`config.mk`:
```
export PLATFORM = sky130hd
export DESIGN_NAME = dct_frame_sequencer_flat
export DESIGN_NICKNAME = d
export VERILOG_FILES = /design/src/rtl/dct_pkg.sv /design/src/rtl/dct_frame_sequencer_if.sv /design/src/rtl/dct_coef_serializer.sv /design/src/rtl/dct_frame_sequencer.sv /design/src/flat_wrapper.sv
export SDC_FILE = /design/constraint.sdc
export NUM_CORES = 1
export LEC_CHECK = 0
export CAP_MARGIN = 5
export CORE_AREA = 4 4 420 422
export CTS_BUF_LIST = sky130_fd_sc_hd__clkbuf_8 sky130_fd_sc_hd__clkbuf_16
export CTS_CLUSTER_DIAMETER = 150
export DETAILED_ROUTE_END_ITERATION = 10
export DIE_AREA = 0 0 424 426
export PLACE_DENSITY = 0.46
export SLEW_MARGIN = 20
export SYNTH_ARGS = -nofsm -noshare
export SYNTH_HDL_FRONTEND = slang
export SYNTH_SLANG_ARGS = --single-unit
```
`constraint.sdc`:
```
create_clock -name clk -period 17.71 [get_ports clk]
set_clock_uncertainty 0.15 [all_clocks]
set_input_delay 2.6565 -clock clk [delete_from_list [all_inputs] [get_ports clk]]
set_output_delay 2.6565 -clock clk [all_outputs]
set_load 0.01 [all_outputs]
```
`src/rtl/dct_pkg.sv`:
```
// rtl/dct_pkg.sv - shared widths, defaults and FSM encoding for the DCT frame sequencer
// Contents: default M/E/DCT_POINT/TIMEOUT, sequencer state enum, sample and index width helpers.
package dct_pkg;

    localparam int M_DEF         = 23;
    localparam int E_DEF         = 8;
    localparam int DCT_POINT_DEF = 16;
    localparam int TIMEOUT_DEF   = 64;

    typedef enum logic [1:0] {
        S_LOAD  = 2'd0,
        S_GAP   = 2'd1,
        S_RUN   = 2'd2,
        S_DRAIN = 2'd3
    } seq_state_t;

    // IEEE-754 style sample: sign + exponent + mantissa
    function automatic int sample_width(input int m, input int e);
        return m + e + 1;
    endfunction

    // Lane index width; never narrower than one bit
    function automatic int idx_width(input int n);
        return (n > 1) ? $clog2(n) : 1;
    endfunction

endpackage

```
`src/rtl/dct_frame_sequencer_if.sv`:
```
// rtl/dct_frame_sequencer_if.sv - valid/ready sample stream between sequencer and neighbours
// Signals: data (W), valid, ready. master drives data/valid, slave drives ready.
interface dct_frame_sequencer_if #(
    parameter int W = dct_pkg::sample_width(dct_pkg::M_DEF, dct_pkg::E_DEF)
) ();

    logic [W-1:0] data;
    logic         valid;
    logic         ready;

    modport master (
        output data,
        output valid,
        input  ready
    );

    modport slave (
        input  data,
        input  valid,
        output ready
    );

endinterface

```
`src/rtl/dct_coef_serializer.sv`:
```
// rtl/dct_coef_serializer.sv - captures the parallel coefficient frame and streams it lane by lane
// Ports: clk, clr (sync active-high), cap (load coef_in this edge), coef_in (W*DCT_POINT),
//        m (stream master: coefficient out), done (last coefficient handed off this cycle).
module dct_coef_serializer import dct_pkg::*; #(
    parameter int W         = sample_width(M_DEF, E_DEF),
    parameter int DCT_POINT = DCT_POINT_DEF
) (
    input  logic                   clk,
    input  logic                   clr,
    input  logic                   cap,
    input  logic [W*DCT_POINT-1:0] coef_in,
    dct_frame_sequencer_if.master  m,
    output logic                   done
);

    localparam int              IW       = idx_width(DCT_POINT);
    localparam logic [IW-1:0]   LAST_IDX = IW'(DCT_POINT - 1);

    logic [W*DCT_POINT-1:0] coef_buf;
    logic [IW-1:0]          rd_idx;
    logic                   valid_q;
    logic                   m_fire;
    logic [W-1:0]           data_mux;

    assign m_fire  = valid_q && m.ready;
    assign done    = m_fire && (rd_idx == LAST_IDX);
    assign m.valid = valid_q;
    assign m.data  = data_mux;

    // Output is a pure function of registered rd_idx and buffer, so it is
    // automatically stable while the consumer stalls.
    always_comb begin
        data_mux = '0;
        for (int i = 0; i < DCT_POINT; i++) begin
            if (rd_idx == IW'(i)) begin
                data_mux = coef_buf[W*i +: W];
            end
        end
    end

    // Buffer contents are don't-care until the next capture, so no reset.
    always_ff @(posedge clk) begin
        if (cap) begin
            coef_buf <= coef_in;
        end
    end

    always_ff @(posedge clk) begin
        if (clr) begin
            valid_q <= 1'b0;
            rd_idx  <= '0;
        end else if (cap) begin
            valid_q <= 1'b1;
            rd_idx  <= '0;
        end else if (m_fire) begin
            if (rd_idx == LAST_IDX) begin
                valid_q <= 1'b0;
                rd_idx  <= '0;
            end else begin
                rd_idx  <= rd_idx + 1'b1;
            end
        end
    end

endmodule

```
`src/rtl/dct_frame_sequencer.sv`:
```
// rtl/dct_frame_sequencer.sv - gathers a frame of samples, runs the parallel DCT core, streams coefficients
// Ports: clk, clr (sync active-high), s (sample stream slave), core_inp/core_en (to core),
//        core_outp/core_F (from core), m (coefficient stream master), busy, err (sticky timeout).
module dct_frame_sequencer import dct_pkg::*; #(
    parameter int M         = M_DEF,
    parameter int E         = E_DEF,
    parameter int DCT_POINT = DCT_POINT_DEF,
    parameter int TIMEOUT   = TIMEOUT_DEF,
    localparam int W        = sample_width(M, E)
) (
    input  logic                   clk,
    input  logic                   clr,
    dct_frame_sequencer_if.slave   s,
    output logic [W*DCT_POINT-1:0] core_inp,
    output logic                   core_en,
    input  logic [W*DCT_POINT-1:0] core_outp,
    input  logic                   core_F,
    dct_frame_sequencer_if.master  m,
    output logic                   busy,
    output logic                   err
);

    localparam int              IW       = idx_width(DCT_POINT);
    localparam int              TW       = $clog2(TIMEOUT + 1);
    localparam logic [IW-1:0]   LAST_IDX = IW'(DCT_POINT - 1);
    localparam logic [TW-1:0]   TMO_LAST = TW'(TIMEOUT - 1);

    seq_state_t     state;
    seq_state_t     state_nxt;
    logic [IW-1:0]  wr_idx;
    logic [TW-1:0]  tmo_cnt;
    logic           s_fire;
    logic           cap;
    logic           tmo_hit;
    logic           drain_done;

    // ready is held low during clr so nothing is accepted on the reset edge
    assign s.ready = (state == S_LOAD) && !clr;
    assign s_fire  = s.valid && s.ready;

    // core_F only means something while the core is actually running
    assign cap     = (state == S_RUN) && core_F;
    assign tmo_hit = (state == S_RUN) && !core_F && (tmo_cnt == TMO_LAST);

    assign busy    = !clr && !((state == S_LOAD) && (wr_idx == '0));

    always_comb begin
        state_nxt = state;
        case (state)
            S_LOAD: begin
                if (s_fire && (wr_idx == LAST_IDX)) begin
                    state_nxt = S_GAP;
                end
            end
            // One idle cycle with core_en low lets the core clear its counters
            S_GAP: begin
                state_nxt = S_RUN;
            end
            S_RUN: begin
                if (core_F) begin
                    state_nxt = S_DRAIN;
                end else if (tmo_hit) begin
                    state_nxt = S_LOAD;
                end
            end
            S_DRAIN: begin
                if (drain_done) begin
                    state_nxt = S_LOAD;
                end
            end
            default: begin
                state_nxt = S_LOAD;
            end
        endcase
    end

    always_ff @(posedge clk) begin
        if (clr) begin
            state    <= S_LOAD;
            wr_idx   <= '0;
            tmo_cnt  <= '0;
            core_en  <= 1'b0;
            err      <= 1'b0;
            core_inp <= '0;
        end else begin
            state   <= state_nxt;
            // Registered so core_en is a clean decode of the RUN state
            core_en <= (state_nxt == S_RUN);

            if (s_fire) begin
                wr_idx <= (wr_idx == LAST_IDX) ? '0 : wr_idx + 1'b1;
                for (int i = 0; i < DCT_POINT; i++) begin
                    if (wr_idx == IW'(i)) begin
                        core_inp[W*i +: W] <= s.data;
                    end
                end
            end

            if (state == S_RUN) begin
                tmo_cnt <= tmo_cnt + 1'b1;
            end else begin
                tmo_cnt <= '0;
            end

            if (tmo_hit) begin
                err <= 1'b1;
            end
        end
    end

    dct_coef_serializer #(
        .W         (W),
        .DCT_POINT (DCT_POINT)
    ) u_serializer (
        .clk     (clk),
        .clr     (clr),
        .cap     (cap),
        .coef_in (core_outp),
        .m       (m),
        .done    (drain_done)
    );

endmodule

```
`src/flat_wrapper.sv`:
```
// flat-port wrapper written by rule: the top's interface ports become plain ports
module dct_frame_sequencer_flat import dct_pkg::*;
#(
    parameter int M         = M_DEF,
    parameter int E         = E_DEF,
    parameter int DCT_POINT = DCT_POINT_DEF,
    parameter int TIMEOUT   = TIMEOUT_DEF,
    localparam int W        = sample_width(M, E)
)
  (clk, clr, core_inp, core_en, core_outp, core_F, busy, err, s_data, s_valid, s_ready, m_data, m_valid, m_ready);
  dct_frame_sequencer_if #(.W(32)) s_i ();
  dct_frame_sequencer_if #(.W(32)) m_i ();
  input  logic clk;
  input  logic clr;
  output logic [W*DCT_POINT-1:0] core_inp;
  output logic core_en;
  input  logic [W*DCT_POINT-1:0] core_outp;
  input  logic core_F;
  output logic busy;
  output logic err;
  input wire logic [$bits(s_i.data)-1:0] s_data;
  input wire logic [$bits(s_i.valid)-1:0] s_valid;
  output wire logic [$bits(s_i.ready)-1:0] s_ready;
  output wire logic [$bits(m_i.data)-1:0] m_data;
  output wire logic [$bits(m_i.valid)-1:0] m_valid;
  input wire logic [$bits(m_i.ready)-1:0] m_ready;
  assign s_i.data = s_data;
  assign s_i.valid = s_valid;
  assign s_ready = s_i.ready;
  assign m_data = m_i.data;
  assign m_valid = m_i.valid;
  assign m_i.ready = m_ready;
  dct_frame_sequencer #(.M(M), .E(E), .DCT_POINT(DCT_POINT), .TIMEOUT(TIMEOUT)) u_core (.clk(clk), .clr(clr), .s(s_i), .core_inp(core_inp), .core_en(core_en), .core_outp(core_outp), .core_F(core_F), .m(m_i), .busy(busy), .err(err));
endmodule
```
==> flow_summary_export.csv <==
group,metric,value,unit
grt,grt_overflow,0,
sta,fin_crit_sh,0.4435,
route,viasPerCell,4.549,
synth,synthesis.area,38320,µm²
grt,grt.total_usage,0.1951,
setup_path,path_common_cell,"a21oi_1",
grt,grt_pass1_wl,249900,µm
setup_path,worstSetupPathDepth,9,
route,drt_pre_antenna_iters,8,
floorplan,ios,1098,
route,wirelength,185100,µm
synth,synth_nets,4202,
setup_path,critPathRequiredTime,14900,ps
sta,fmax,127.3,MHz
grt,grt_start_max_net_pins,176,
power,power.leakage,0.01749,µW
final_layout,syn_to_final_growth,45.22,%
final_layout,mostFrequentLayoutCell,"clkdlybuf4s50_1",
floorplan,chipHeight,426,µm
placed_design,dp_hpwl,133900,µm
synth,synthFlopType,"dfxtp_1",
setup_path,start_kind,"flip-flop",
route,drtIter0Drc,2758,
clock_tree,hold_buffers,0,
setup_path,rr_worst_depth,6,
sta,setup_viol,0,
min_path,min_path_type,"reg2reg",
synth,synth_warnings,0,
sta,slew_headroom,0.1979,
clock_tree,clock-root-buffer,"clkbuf_16",
power,peakVddDrop,78.95,µV
clock_tree,clock_path_buffers,3,
clock_tree,path_clk_slew,60,ps
synth,synth_edf_count,512,
synth,seq_area_frac_synth,0.6791,
run_status,status,"complete, no violations",
synth,yosys.cell_types.count,51,
synth,synth.avg_cell_area,10.52,µm²
route,drtAntennaViolNets,0,
sta,hold_viol_final,0,
floorplan,die_area,180600,µm²
clock_tree,insertion_delay,770,ps
flow_run,drv_cap,0,
clock_tree,postCtsResizedCells,0,
clock_tree,post_cts_buffers,0,
setup_path,cp_cell_sequence,"inv_1 -> ha_4 -> buf_4 -> or2_2 -> a21oi_1 -> o32ai_1 -> a21oi_1 -> o21ai_1 -> clkdlybuf4s50_1",
sta,period_needed,7854,ps
min_path,hold_depth,1,
power,power,5307,µW
floorplan,dieWidth,424,µm
grt,antenna_found_initial,34,
setup_path,critPathMaxStageDelay,940,ps
setup_path,crit_arrival,5050,ps
floorplan,core,173100,µm²
setup_path,worst-setup-path-type,"reg2out",
sta,finalMaxSlewViolations,0,
synth,synthArstFlopShare,0,
route,drc_errors,0,
floorplan,start_util,0.2215,
placed_design,portBuffers,1097,
synth,postSynthCellCount,3644,
route,vias,32104,
setup_path,critPathTopFamily,"compound AO/OA/AOI/OAI gates",
clock_tree,cts_tree,"yes",
clock_tree,cts.sinks,1044,
final_layout,layout-drive-gt1-share,0.06515,
clock_tree,htree_levels,3,
placed_design,place_congestion,0.8321,
setup_path,cpMaxStageDelayCell,"a21oi_1",
floorplan,num_rows,153,
grt,grt_pass1_vias,31639,
clock_tree,cts_made_buffers,119,
route,post_drt_wl_per_cell,26.23,µm
sta,rsz0062_at_grt,"false",
setup_path,worst-path-buf-inv,3,
synth,ys_seq_elements,1044,
setup_path,critical_path.max_fanout,74,
sta,worst_pin_slew,1199,ps
final_layout,fillers,17849,
sta,tns,0,ps
final_layout,final_cell_mix,"clkdlybuf4s50_1 (1093), nand2_1 (1050), a21oi_1 (668)",
setup_path,end_kind,"primary output",
power,p_per_area,95.36,nW/µm²
final_layout,nets,5173,
==> synth_stat cells, types with 31 or more instances <==
library cell,number,share of area
buf_2,82,0.011
nor2_1,82,0.0080
o211ai_1,34,0.0067
o22ai_1,39,0.0064
a21oi_1,668,0.087
clkbuf_1,230,0.023
a221oi_1,35,0.0080
nand3_1,40,0.0052
nand2_1,1050,0.10
a22oi_1,33,0.0065
o221ai_1,31,0.0071
o21ai_0,82,0.011
edfxtp_1,512,0.40
dfxtp_1,532,0.28
==> routing by layer <==
layer | global-route usage | wire [µm]
met5 | 0 | 113
met4 | 0.1031 | 9786
met3 | 0.04623 | 12610
met2 | 0.3700 | 99120
met1 | 0.1962 | 63470
==> worst register-to-register path: stages (launching register included) <==
cell and delay [ps]:
dfxtp_1 550, nor2b_1 290, nand2_1 220, inv_8 600, buf_4 830, buf_4 620
buf_4 850
==> sequential cells by signal, indices dropped and copies added, names as in the netlist <==
signal,count
u_core.wr_idx,4
u_core.u_serializer.coef_buf,512
u_core.u_serializer.rd_idx,4
u_core.core_en,1
u_core.err,1
u_core.core_inp,512
u_core.state,2
u_core.u_serializer.m.valid,1
u_core.tmo_cnt,7
==> power by group <==
part           internal (µW)  total, µW  switching, µW
combinational            130        248            118
sequential              2540       2540           4.35
clock                   1450       2520           1070
==> through the flow <==
| stage | setup slack [ps] | util | hold WS, ps | std cells | instance area, µm² |
|---|---|---|---|---|---|
| 5_1_grt | 9692 | 0.3215 | 315.6 | 7052 | 55640 |
| 3_5_place_dp | 10600 | 0.2982 | 295.7 | 6819 | 51600 |
| 3_3_place_gp | 10620 | 0.2983 | 283.0 | 6819 | 51620 |
| 4_1_cts | 9702 | 0.3213 | 304.1 | 7037 | 55600 |
| 2_1_floorplan | 4094 | - | 267.6 | 3644 | 38320 |
| 6_report | 9856 | 0.3216 | 301.0 | 7057 | 55650 |
==> layout make-up <==
cell class	instances	area (µm²)	share of cell area
clock buffers	131	3166	0.05688
clock inverters	87	833.3	0.01497
repair buffers	1175	11570	0.2079
diodes	20	50.05	0.0008993
well taps	2325	2909	0.05227
inverters	12	52.55	0.0009442
multi-input cells	2263	11050	0.1985
flip-flops and latches	1044	26030	0.4676
==> cells by family (layout without fill, tap and decap cells) <==
kind of cell | Yosys count | count (layout) | synth area share
and+or+nand+nor | 1235 | 1235 | 0.1278
DFF | 1044 | 1044 | 0.6791
buffers and inverters | 337 | 1405 | 0.03611
AOI/OAI and AO/OA | 1009 | 1009 | 0.1517
xor gates and xnor gates | 10 | 10 | 0.002285
adders and majority gates | 9 | 9 | 0.002938
other | 0 | 20 | 0
==> final timing paths <==
check | from | slack [ps] | end
setup / recovery | u_core.u_serializer.rd_idx[0] | 9860 | m_data[27]
hold / removal | u_core.tmo_cnt[0] | 300 | u_core.tmo_cnt[0]
setup reg to reg | u_core.state[1] | 13120 | u_core.u_serializer.coef_buf[483]
hold reg to reg | u_core.tmo_cnt[0] | 300 | u_core.tmo_cnt[0]
(Power assumes the default switching activity.)
